<file path="config.mk">
export PLATFORM = sky130hd
export DESIGN_NAME = regfile_writeback
export DESIGN_NICKNAME = d
export VERILOG_FILES = /design/src/rtl/wb_pkg.sv /design/src/rtl/load_align.sv /design/src/rtl/regfile_writeback.sv
export SDC_FILE = /design/constraint.sdc
export NUM_CORES = 1
export LEC_CHECK = 0
export BUFFER_PORTS_ARGS = -buffer_cell sky130_fd_sc_hd__buf_4
export CORE_MARGIN = 2
export CORE_UTILIZATION = 52
export CTS_CLUSTER_SIZE = 40
export DETAILED_ROUTE_END_ITERATION = 10
export PLACE_DENSITY = 0.89
export REMOVE_ABC_BUFFERS = 1
export SLEW_MARGIN = 0
export SYNTH_ARGS = -nofsm -noshare
export SYNTH_HDL_FRONTEND = slang
export SYNTH_SLANG_ARGS = --single-unit
</file>
<file path="constraint.sdc">
create_clock -name clk -period 3.4 [get_ports clk]
set_clock_uncertainty 0.1 [all_clocks]
set_input_delay 0.34 -clock clk [delete_from_list [all_inputs] [get_ports clk]]
set_output_delay 0.34 -clock clk [all_outputs]
set_load 0.05 [all_outputs]
</file>
<file path="src/rtl/wb_pkg.sv">
// Shared writeback types: load funct3 codes, data width default, load-queue entry.
// Pure declarations; no timing or flow control.
package wb_pkg;
    localparam int XLEN_DEFAULT = 32;
    localparam int RD_W         = 5;

    localparam logic [2:0] F3_LB  = 3'b000;
    localparam logic [2:0] F3_LH  = 3'b001;
    localparam logic [2:0] F3_LW  = 3'b010;
    localparam logic [2:0] F3_LBU = 3'b100;
    localparam logic [2:0] F3_LHU = 3'b101;

    typedef struct packed {
        logic [RD_W-1:0]         rd;
        logic [XLEN_DEFAULT-1:0] data;
    } lq_entry_t;

    localparam int LQ_ENTRY_W = RD_W + XLEN_DEFAULT;
endpackage

</file>
<file path="src/rtl/load_align.sv">
// Load data aligner/extender: combinational, zero latency.
// No flow control; output follows inputs directly.
module load_align
    import wb_pkg::*;
#(
    parameter int XLEN = XLEN_DEFAULT
) (
    input  logic [2:0]      funct3_i,
    input  logic [1:0]      off_i,
    input  logic [XLEN-1:0] rdata_i,
    output logic [XLEN-1:0] data_o
);
    logic [7:0]  byte_sel;
    logic [15:0] half_sel;

    assign byte_sel = rdata_i[8*off_i +: 8];
    assign half_sel = off_i[1] ? rdata_i[31:16] : rdata_i[15:0];

    always_comb begin
        case (funct3_i)
            F3_LB:   data_o = {{(XLEN-8){byte_sel[7]}}, byte_sel};
            F3_LH:   data_o = {{(XLEN-16){half_sel[15]}}, half_sel};
            F3_LBU:  data_o = {{(XLEN-8){1'b0}}, byte_sel};
            F3_LHU:  data_o = {{(XLEN-16){1'b0}}, half_sel};
            default: data_o = rdata_i;
        endcase
    end
endmodule

</file>
<file path="src/rtl/regfile_writeback.sv">
// Register-file write producer: ALU and load results merged, 1-cycle registered latency.
// ALU never stalls; loads back-pressured via ld_ready_o once the load queue is full.
module regfile_writeback
    import wb_pkg::*;
#(
    parameter int LQ_DEPTH = 2,
    parameter int XLEN     = XLEN_DEFAULT
) (
    input  logic            clk,
    input  logic            rst,
    input  logic            alu_valid_i,
    input  logic [4:0]      alu_rd_i,
    input  logic [XLEN-1:0] alu_data_i,
    input  logic            ld_valid_i,
    output logic            ld_ready_o,
    input  logic [4:0]      ld_rd_i,
    input  logic [2:0]      ld_funct3_i,
    input  logic [1:0]      ld_off_i,
    input  logic [XLEN-1:0] ld_rdata_i,
    input  logic            issue_ld_i,
    input  logic [4:0]      issue_rd_i,
    output logic            wr_en_o,
    output logic [4:0]      rd_addr_o,
    output logic [XLEN-1:0] wr_data_o,
    output logic [31:0]     busy_o
);
    localparam int PTR_W = $clog2(LQ_DEPTH);
    localparam int CNT_W = PTR_W + 1;

    lq_entry_t        lq_q [LQ_DEPTH];
    logic [PTR_W-1:0] head_q, head_d, tail_q, tail_d;
    logic [CNT_W-1:0] cnt_q, cnt_d;
    logic             wr_en_q, wr_en_d;
    logic [4:0]       rd_addr_q, rd_addr_d;
    logic [XLEN-1:0]  wr_data_q, wr_data_d;
    logic [31:0]      busy_q, busy_d;

    logic [XLEN-1:0]  ld_aligned;
    logic             ld_acc, lq_empty;
    logic             enq, deq;
    logic             sel_vld, sel_is_ld;
    logic [4:0]       sel_rd;
    logic [XLEN-1:0]  sel_data;
    lq_entry_t        enq_entry;

    load_align #(.XLEN(XLEN)) u_align (
        .funct3_i (ld_funct3_i),
        .off_i    (ld_off_i),
        .rdata_i  (ld_rdata_i),
        .data_o   (ld_aligned)
    );

    // Ready depends on occupancy only, so the memory side never sees a comb loop.
    assign ld_ready_o = (cnt_q != CNT_W'(LQ_DEPTH));
    assign ld_acc     = ld_valid_i & ld_ready_o;
    assign lq_empty   = (cnt_q == '0);
    assign enq_entry  = '{rd: ld_rd_i, data: ld_aligned};

    always_comb begin
        enq       = 1'b0;
        deq       = 1'b0;
        sel_vld   = 1'b0;
        sel_is_ld = 1'b0;
        sel_rd    = '0;
        sel_data  = '0;
        if (alu_valid_i) begin
            sel_vld  = 1'b1;
            sel_rd   = alu_rd_i;
            sel_data = alu_data_i;
            enq      = ld_acc;
        end else if (!lq_empty) begin
            deq       = 1'b1;
            sel_vld   = 1'b1;
            sel_is_ld = 1'b1;
            sel_rd    = lq_q[head_q].rd;
            sel_data  = lq_q[head_q].data;
            enq       = ld_acc;
        end else if (ld_acc) begin
            sel_vld   = 1'b1;
            sel_is_ld = 1'b1;
            sel_rd    = ld_rd_i;
            sel_data  = ld_aligned;
        end
    end

    always_comb begin
        head_d = deq ? head_q + PTR_W'(1) : head_q;
        tail_d = enq ? tail_q + PTR_W'(1) : tail_q;
        cnt_d  = cnt_q + CNT_W'(enq) - CNT_W'(deq);

        // rd=0 still consumes the slot but never asserts the write.
        wr_en_d   = sel_vld & (sel_rd != 5'd0);
        rd_addr_d = sel_vld ? sel_rd : rd_addr_q;
        wr_data_d = sel_vld ? sel_data : wr_data_q;

        busy_d = busy_q;
        if (sel_vld && sel_is_ld) busy_d[sel_rd] = 1'b0;
        if (issue_ld_i)           busy_d[issue_rd_i] = 1'b1;
        busy_d[0] = 1'b0;
    end

    always_ff @(posedge clk) begin
        if (rst) begin
            head_q    <= '0;
            tail_q    <= '0;
            cnt_q     <= '0;
            wr_en_q   <= 1'b0;
            rd_addr_q <= '0;
            wr_data_q <= '0;
            busy_q    <= '0;
        end else begin
            head_q    <= head_d;
            tail_q    <= tail_d;
            cnt_q     <= cnt_d;
            wr_en_q   <= wr_en_d;
            rd_addr_q <= rd_addr_d;
            wr_data_q <= wr_data_d;
            busy_q    <= busy_d;
        end
    end

    always_ff @(posedge clk) begin
        if (enq) lq_q[tail_q] <= enq_entry;
    end

    assign wr_en_o   = wr_en_q;
    assign rd_addr_o = rd_addr_q;
    assign wr_data_o = wr_data_q;
    assign busy_o    = busy_q;
endmodule

</file>
==> run_results.csv, run 1 <==
group,metric,value,unit
critical_path,worstPathCellList,"mux2_1 > a222oi_1 > nand2b_1 > o211ai_1 > o21ai_0",
drt,wirelength,19.0,mm
critical_path,cp.required,3.59,ns
logic_synthesis,synth_top_area_frac,0.317,
floorplanning,die_area,14400,um^2
logic_synthesis,yosys-top-cells-area,"edfxtp_1 32%, dfxtp_1 21%, mux2i_1 5.3%",
sta,hold_slack,0.0175,ns
layout,fin_area,8850,um^2
layout,diodes,0,
sta,drv_slew,0,
logic_synthesis,synth_edf_count,74,
logic_synthesis,ys_async_sr_fraction,0,
drt,firstDrtPassIters,5,
sta,timing.final.crit_share,0.761,
clock_network,cts_tree,"built",
layout,syn_to_final_growth,26.1,%
sta,fin_tns_setup,0,ns
floorplanning,dieWidth,120,um
logic_synthesis,ys_ff_latch,148,
critical_path,cp-endpoint,"busy_o[8]",
critical_path,crit_type,"reg -> reg",
clock_network,post-cts-setup-buffers,0,
placed_design,detailed_place.area,8280,um^2
critical_path,worst-endpoint-arrival,2.78,ns
global_routing,antenna_found_initial,0,
global_routing,met3_usage,0.0679,
critical_path,critPathSlowestCell,"dfxtp_2",
placed_design,post-place-ws,0.668,ns
global_routing,busiest_layer,"met2",
drt,wire_per_inst,19.4,um
sta,setup_viol,0,
sta,layout_setup_ws,0.814,ns
drt,ant_nets,0,
power_and_ir_drop,internal_power,0.00382,W
sta,layout_min_cycle_time,2.59,ns
logic_synthesis,synth.largest_area_cell,"edfxtp_1",
clock_network,cts_made_buffers,17,
power_and_ir_drop,p_leak,3.54,nW
global_routing,grt_pass1_wl,30.1,mm
clock_network,clk_pin_slew_worst_paths,0.06,ns
clock_network,clockRootBuffer,"clkbuf_16",
drt,via_count,6006,
logic_synthesis,synth_ff_type,"edfxtp_1",
clock_network,post_cts_resized,0,
drt,dr.first_iter.drc_count,627,
clock_network,htree_levels,4,
worst_hold_path,hold_path.class,"in -> reg",
power_and_ir_drop,switchingPower,0.00198,W
critical_path,worst_setup_path_start_kind,"flop",
logic_synthesis,netlist_instances,660,
floorplanning,row_count,42,
power_and_ir_drop,combPwrFrac,0.300,
logic_synthesis,syn-mean-instance-area,10.6,um^2
critical_path,crit_path_max_incr_delay,0.63,ns
global_routing,grt_pass1_vias,5812,
placed_design,dpl.hpwl,13.1,mm
power_and_ir_drop,power_density,656,nW/um^2
critical_path,reg2regPathDepth,5,
layout,layout_commonest_cell,"buf_4",
clock_network,cts_sinks,148,
clock_network,cts_hold_buf,0,
sta,max_freq,387,MHz
global_routing,met1_usage,0.341,
global_routing,grt-ovfl-total,0,
clock_network,insertion_delay,0.42,ns
job,drv_cap,0,
placed_design,place.gp.congestion,0.903,
logic_synthesis,yosysUniqueCellTypes,59,
layout,finish.net_count,885,
power_and_ir_drop,ir_drop,356,uV
sta,slew_headroom,0.250,
critical_path,cp_max_fo,17,
clock_network,cts_buffer_depth,2,
power_and_ir_drop,switching_share,0.342,
drt,drc,0,
critical_path,cp-end-kind,"flop",
floorplanning,dieHeight,120,um
global_routing,grt_max_degree,47,
floorplanning,core_area,13200,um^2
critical_path,worst-path-stages,5,
global_routing,grt_use_total,0.270,
power_and_ir_drop,clkPwrFrac,0.310,
critical_path,critical_path.top_delay_family,"compound AO/OA/AOI/OAI gates",
logic_synthesis,ys_seq_area_frac,0.528,
critical_path,crit_buf_inv,0,
power_and_ir_drop,pwr-share-seq,0.389,
placed_design,io_buffers,158,
critical_path,r2r_setup_slack,0.81,ns
floorplanning,pin_count,160,
drt,via_per_inst,6.11,
status,run_status,"finished clean",
critical_path,rr_endpoint,"busy_o[8]",
layout,fin_util,0.671,
sta,rsz0062_at_grt,"false",
logic_synthesis,netlist_area,7020,um^2
logic_synthesis,synth_warnings,0,
layout,drive_above_1_share,0.295,
layout,final_cell_mix,"168 x buf_4, 74 x edfxtp_1, 73 x dfxtp_1",
floorplanning,initial_core_util,0.532,
global_routing,met2_usage,0.443,
sta,hold_viol_final,0,
sta,tightest_slew,1.13,ns
## worst min-delay path by stage
| stage | startpoint | endpoint | slack (ns) | cells past startpoint |
|---|---|---|---|---|
| after floorplan | rst | rd_addr_o[1] | 0.31 | 1 |
| after global placement | rd_addr_o[1] | rd_addr_o[1] | 0.35 | 2 |
| after detailed placement | rd_addr_o[1] | rd_addr_o[1] | 0.35 | 2 |
| after CTS | ld_rd_i[4] | lq_q[0][36] | 0.005 | 1 |
| after global routing | ld_rd_i[4] | lq_q[0][36] | 0.003 | 1 |
| final | ld_rd_i[4] | lq_q[0][36] | 0.02 | 1 |
## metal layers
metal | share of wire | wire [um] | vias to the layer above
li1 | - | - | 2771
met1 | 0.39 | 7490 | 2829
met2 | 0.48 | 9070 | 360
met3 | 0.11 | 2000 | 46
met4 | 0.025 | 485 | 0
met5 | 0 | 0 | -
## flip-flops by register name (all words and copies together), names as in the netlist, named ones only
signal     cells
wr_data_o     32
cnt_q          2
head_q         1
wr_en_o        1
rd_addr_o      5
lq_q          74
tail_q         1
busy_o        31
## cell type report
type	count	area [um^2]
multi-input cells	449	3060
repair buffers	168	1260
inverters	10	37.5
well taps	176	220
flip-flops and latches	148	3700
clock buffers	18	429
fillers	1029	4340
clock inverters	14	139
## Yosys cell counts, types with 7 or more instances
cell type   n
o211ai_2   10
nand2_1    43
clkbuf_1   36
a211oi_1   18
nor2_1     69
o31ai_1     9
o21ba_2     7
mux2_2      9
edfxtp_1   74
mux2i_1    37
a311o_1    23
nand2b_1   12
a22oi_1     7
a21o_1     19
buf_2      12
o211ai_1   27
o21ai_0    52
a21oi_1    19
inv_1       9
and3_1      9
dfxtp_1    74
## stage by stage
stage | total power, W | instances
after floorplan | 0.00344 | 607
after global placement | 0.00399 | 951
after detailed placement | 0.00402 | 951
after CTS | 0.00581 | 983
after global routing | 0.00606 | 983
final | 0.00580 | 983
## cell families after synthesis
kind of cell | synth area share
multiplexers | 0.0720
other | 0.000534
buffers and inverters | 0.0401
AO/OA/AOI/OAI | 0.235
AND/OR/NAND/NOR | 0.116
XOR/XNOR | 0.00499
flip-flops | 0.528
adder cells (fa/ha/maj) | 0.00356
## worst reg2reg max path, delay by kind of cell, from the launching register on
family / cells / cell delay, ns
AO/OA/AOI/OAI: 3 / 0.98
flip-flops: 1 / 0.63
AND/OR/NAND/NOR: 1 / 0.38
multiplexers: 1 / 0.37
## power by group through the flow
stage | combinational [W] | clock [W] | sequential [W]
global route | 0.00186 | 0.00191 | 0.00229
floorplan | 0.000859 | 0 | 0.00258
finish | 0.00174 | 0.00180 | 0.00226
global placement | 0.00170 | 0 | 0.00229
CTS | 0.00173 | 0.00182 | 0.00226
detailed placement | 0.00173 | 0 | 0.00230
Power figures use the tool's default switching activity.
==> run 2, diff against run 1 <==
CORE_UTILIZATION = 49   (was 52)
PLACE_DENSITY = 0.88   (was 0.89)
clock period = 2.3 ns   (was 3.4 ns; I/O delays follow)
==> run_results.csv, run 2 (synthesized netlist as in run 1, its figures left out) <==
group,metric,value,unit
layout,final_cell_mix,"185 x buf_4, 74 x edfxtp_1, 72 x dfxtp_1",
layout,drive_above_1_share,0.300,
sta,rsz0062_at_grt,"false",
drt,ant_nets,0,
layout,fin_util,0.671,
sta,setup_viol,0,
placed_design,dpl.hpwl,13.7,mm
status,run_status,"finished clean",
sta,timing.final.crit_share,0.941,
global_routing,grt_use_total,0.269,
floorplanning,core_area,13900,um^2
sta,hold_slack,0.0167,ns
clock_network,insertion_delay,0.42,ns
clock_network,cts_tree,"built",
floorplanning,die_area,15300,um^2
global_routing,antenna_found_initial,0,
drt,wirelength,20.5,mm
layout,regMostFlops,"lq_q",
drt,drc,0,
power_and_ir_drop,switching_share,0.338,
global_routing,grt_max_degree,47,
power_and_ir_drop,ir_drop,575,uV
sta,max_freq,462,MHz
power_and_ir_drop,combPwrFrac,0.326,
power_and_ir_drop,pwr-share-seq,0.375,
global_routing,grt_pass1_wl,31.4,mm
drt,wire_per_inst,19.7,um
drt,via_per_inst,6.09,
sta,layout_min_cycle_time,2.16,ns
critical_path,cp_max_fo,9,
placed_design,detailed_place.area,8450,um^2
critical_path,worstPathCellList,"mux2_1 > a222oi_1 > buf_4 > nand2b_1 > nor2_1 > a211oi_1",
placed_design,place.gp.congestion,0.888,
layout,fin_area,9350,um^2
drt,dr.first_iter.drc_count,739,
drt,via_count,6318,
power_and_ir_drop,switchingPower,0.00298,W
worst_hold_path,hold_path.class,"in -> reg",
clock_network,cts_made_buffers,17,
placed_design,io_buffers,158,
power_and_ir_drop,clkPwrFrac,0.300,
clock_network,clockRootBuffer,"clkbuf_16",
critical_path,crit_path_max_incr_delay,0.44,ns
floorplanning,pin_count,160,
power_and_ir_drop,power_density,944,nW/um^2
sta,tightest_slew,1.09,ns
layout,layout_commonest_cell,"buf_4",
clock_network,cts_sinks,148,
floorplanning,dieHeight,124,um
clock_network,htree_levels,4,
job,drv_cap,0,
sta,hold_viol_final,0,
floorplanning,initial_core_util,0.504,
global_routing,grt_pass1_vias,6092,
sta,slew_headroom,0.275,
layout,finish.net_count,935,
critical_path,crit_type,"reg -> reg",
layout,syn_to_final_growth,33.3,%
critical_path,cp.required,2.53,ns
global_routing,grt-ovfl-total,0,
critical_path,critPathSlowestCell,"dfxtp_2",
sta,drv_slew,0,
clock_network,clk_pin_slew_worst_paths,0.06,ns
clock_network,cts_buffer_depth,2,
power_and_ir_drop,internal_power,0.00585,W
drt,firstDrtPassIters,6,
floorplanning,row_count,43,
layout,diodes,0,
critical_path,cp-end-kind,"flop",
critical_path,worst-endpoint-arrival,2.39,ns
power_and_ir_drop,p_leak,3.78,nW
layout,largest_register_ffs,74,
critical_path,worst_setup_path_start_kind,"flop",
floorplanning,dieWidth,124,um
-- run 2: cell count changes in the layout (fill, tap and decap cells not counted), sizes merged --
cell,change
clkbuf,+3
dlygate4sd3,+30
buf,+20
clkinvlp,-1
clkinv,-2
-- run 2: final cells by class --
cell class	instances	area (um^2)
fill	1016	4580
sequential	148	3710
multi-input combinational	449	3080
timing repair buffer	218	1750
clock buffer	21	450
tap	180	225
clock inverter	11	110
inverter	10	37.5
-- run 2: path summary, 6_finish.rpt --
path / startpoint / slack [ns] / cells past startpoint / to
min: alu_data_i[17] / 0.02 / 3 / wr_data_o[17]
max: flop / 0.14 / 6 / busy_o[23]
max reg2reg: flop / 0.14 / 6 / busy_o[23]
min reg2reg: rd_addr_o[1] / 0.37 / 2 / rd_addr_o[1]
-- run 2: worst max-delay path: cells and delay by family, from the launching register on --
family                 cells  cell delay (ns)
muxes                      1             0.34
DFF                        1             0.44
AOI/OAI and AO/OA          2             0.54
buffers and inverters      1             0.19
and+or+nand+nor            2             0.45
-- run 2: power by group through the flow --
stage / Sequential [W] / Clock [W] / Combinational (W)
6_report: 0.00331 / 0.00265 / 0.00288
4_1_cts: 0.00331 / 0.00267 / 0.00283
5_1_grt: 0.00334 / 0.00278 / 0.00306
2_1_floorplan: 0.00382 / 0 / 0.00127
3_3_place_gp: 0.00334 / 0 / 0.00271
3_5_place_dp: 0.00336 / 0 / 0.00275
-- run 2: per-stage QoR --
| stage | setup slack, ns | total power, W | cells | TNS, ns |
|---|---|---|---|---|
| 2_1_floorplan | -0.700 | 0.00509 | 607 | -76.60 |
| 3_5_place_dp | -0.122 | 0.00611 | 972 | -1.33 |
| 5_1_grt | 0.0195 | 0.00918 | 1037 | 0 |
| 3_3_place_gp | -0.0670 | 0.00605 | 972 | -0.579 |
| 4_1_cts | -0.00738 | 0.00880 | 1036 | -0.00738 |
| 6_report | 0.135 | 0.00883 | 1037 | 0 |
-- run 2: per-layer routing --
metal	track usage	wire length [um]	up-vias
met5	0	0	-
met4	0.109	433	0
met2	0.446	9860	408
li1	-	-	2858
met1	0.338	7850	3008
met3	0.0664	2330	44
-- run 2: repair_timing --
item                                   CTS  global route
hold buffers                            30             0
endpoints found under the hold margin   34             0
setup buffers                            2             1
gates resized for setup                  1             3
pin swaps                                0             1
setup endpoints to repair                3            29
==> run 3, diff against run 2 <==
CORE_ASPECT_RATIO = 1.2   (was unset)
CORE_UTILIZATION = 52   (was 49)
PLACE_DENSITY = 0.89   (was 0.88)
clock period = 2.66 ns   (was 2.3 ns; I/O delays follow)
==> run_results.csv, run 3 (synthesized netlist as in run 1, its figures left out) <==
group,metric,value,unit
drt,wirelength,20.4,mm
layout,finish.net_count,912,
drt,via_per_inst,6.19,
drt,dr_wl_met2,10.3,mm
power_and_ir_drop,p_leak,3.66,nW
critical_path,r2r_setup_slack,0.21,ns
power_and_ir_drop,switching_share,0.349,
sta,layout_min_cycle_time,2.46,ns
worst_hold_path,min_from,"issue_rd_i[1]",
layout,regMostFlops,"lq_q",
power_and_ir_drop,combPwrFrac,0.316,
power_and_ir_drop,ir_drop,500,uV
clock_network,cts_tree,"built",
layout,final_cell_mix,"174 x buf_4, 74 x edfxtp_1, 73 x dfxtp_1",
worst_hold_path,whs_endpoint,"busy_o[20]",
global_routing,grt_max_degree,44,
drt,dr.first_iter.drc_count,595,
clock_network,cts_sinks,148,
sta,max_freq,407,MHz
power_and_ir_drop,internal_power,0.00493,W
sta,hold_viol_final,0,
placed_design,place.gp.congestion,0.915,
sta,slew_headroom,0.266,
layout,fin_util,0.691,
clock_network,clockRootBuffer,"clkbuf_16",
clock_network,insertion_delay,0.42,ns
worst_hold_path,hold_path.class,"in -> reg",
floorplanning,dieHeight,131,um
drt,ant_nets,0,
sta,rsz0062_at_grt,"true",
layout,layout_commonest_cell,"buf_4",
floorplanning,pin_count,160,
critical_path,reg2regPathDepth,5,
critical_path,cp.required,2.90,ns
clock_network,cts_buffer_depth,2,
critical_path,r2r_start,"cnt_q[1]",
job,drv_cap,0,
drt,drc,0,
floorplanning,core_area,13200,um^2
drt,route.met3.wl,2.00,mm
clock_network,htree_levels,4,
layout,drive_above_1_share,0.295,
critical_path,worst-endpoint-arrival,2.70,ns
drt,wire_per_inst,20.4,um
worst_hold_path,min_delay_path_depth,2,
power_and_ir_drop,switchingPower,0.00264,W
global_routing,antenna_found_initial,0,
global_routing,grt_pass1_vias,6293,
drt,met1_length,7.44,mm
power_and_ir_drop,clkPwrFrac,0.305,
global_routing,grt_pass1_wl,32.2,mm
layout,syn_to_final_growth,29.8,%
sta,timing.final.crit_share,0.924,
floorplanning,die_area,14400,um^2
clock_network,cts_made_buffers,17,
global_routing,grt-ovfl-total,0,
drt,firstDrtPassIters,6,
sta,drv_slew,0,
drt,maxUsedRoutingLayer,"met4",
critical_path,cp-end-kind,"flop",
layout,largest_register_ffs,74,
status,run_status,"finished clean",
clock_network,clk_pin_slew_worst_paths,0.06,ns
sta,setup_viol,0,
critical_path,crit_type,"in -> reg",
sta,tightest_slew,1.10,ns
placed_design,dpl.hpwl,13.5,mm
critical_path,cp_max_fo,17,
global_routing,grt_use_total,0.291,
floorplanning,row_count,46,
critical_path,rr_endpoint,"wr_en_o",
drt,via_count,6205,
power_and_ir_drop,pwr-share-seq,0.379,
sta,hold_slack,0.0109,ns
floorplanning,dieWidth,110,um
layout,diodes,0,
placed_design,io_buffers,158,
power_and_ir_drop,power_density,832,nW/um^2
floorplanning,initial_core_util,0.533,
critical_path,worst_setup_path_start_kind,"input port",
==> run 3: cell count changes in the layout (fill, tap and decap cells not counted), sizes merged <==
cell | previous run | this run
clkinvlp | 1 | 3
dlygate4sd3 | 30 | 20
bufinv | 2 | 1
buf | 188 | 175
clkinv | 9 | 5
inv | 9 | 12
==> run 3: layout make-up <==
cell class	count	area, um^2
timing repair buffer	195	1530
clock inverter	11	98.8
multi-input combinational	449	3060
fill	923	4070
tap	168	210
clock buffer	21	470
inverter	10	37.5
sequential	148	3700
==> run 3: what timing repair did <==
item                                   CTS  global route
hold buffers                            20             0
buffers inserted                         0             1
gates resized for setup                  0             1
endpoints found under the hold margin   25             0
setup endpoints to repair                0             6
==> run 3: power groups by stage <==
stage,clock network (W),logic [W],registers [W]
2_1_floorplan,0,0.00110,0.00330
3_3_place_gp,0,0.00225,0.00289
3_5_place_dp,0,0.00230,0.00291
4_1_cts,0.00232,0.00235,0.00286
5_1_grt,0.00242,0.00257,0.00289
6_report,0.00231,0.00240,0.00287
==> run 3: routing by layer <==
metal  up-vias  global-route usage
li1       2817                   -
met1      2914               0.350
met2       410               0.479
met3        64              0.0774
met4         0               0.132
met5         -                   0
==> run 3: metrics by stage <==
step	TNS [ns]	instance area (um^2)	setup slack (ns)	total power, W	cells
3_5_place_dp	0	8330	0.116	0.00521	949
5_1_grt	-0.0195	9110	-0.0195	0.00788	1002
2_1_floorplan	-31.58	6780	-0.340	0.00440	607
4_1_cts	0	9100	0.134	0.00753	1001
3_3_place_gp	0	8330	0.195	0.00514	949
6_report	0	9110	0.203	0.00758	1002
==> run 3: worst max path at each step <==
stage,endpoint,from,slack (ns)
2_1_floorplan,busy_o[16],flop,-0.34
3_3_place_gp,wr_data_o[17],ld_off_i[1],0.20
3_5_place_dp,wr_data_o[19],ld_off_i[1],0.12
4_1_cts,wr_data_o[16],ld_rdata_i[23],0.13
5_1_grt,busy_o[18],cnt_q[1],-0.02
6_report,wr_data_o[16],ld_rdata_i[23],0.20
==> run 3: worst max-delay path: stages <==
cell           delay [ns]
dlygate4sd3_1        0.52
buf_4                0.12
mux4_2               0.25
nor2_1               0.07
a2111oi_4            0.86
nand2_4              0.38
o211ai_1             0.23
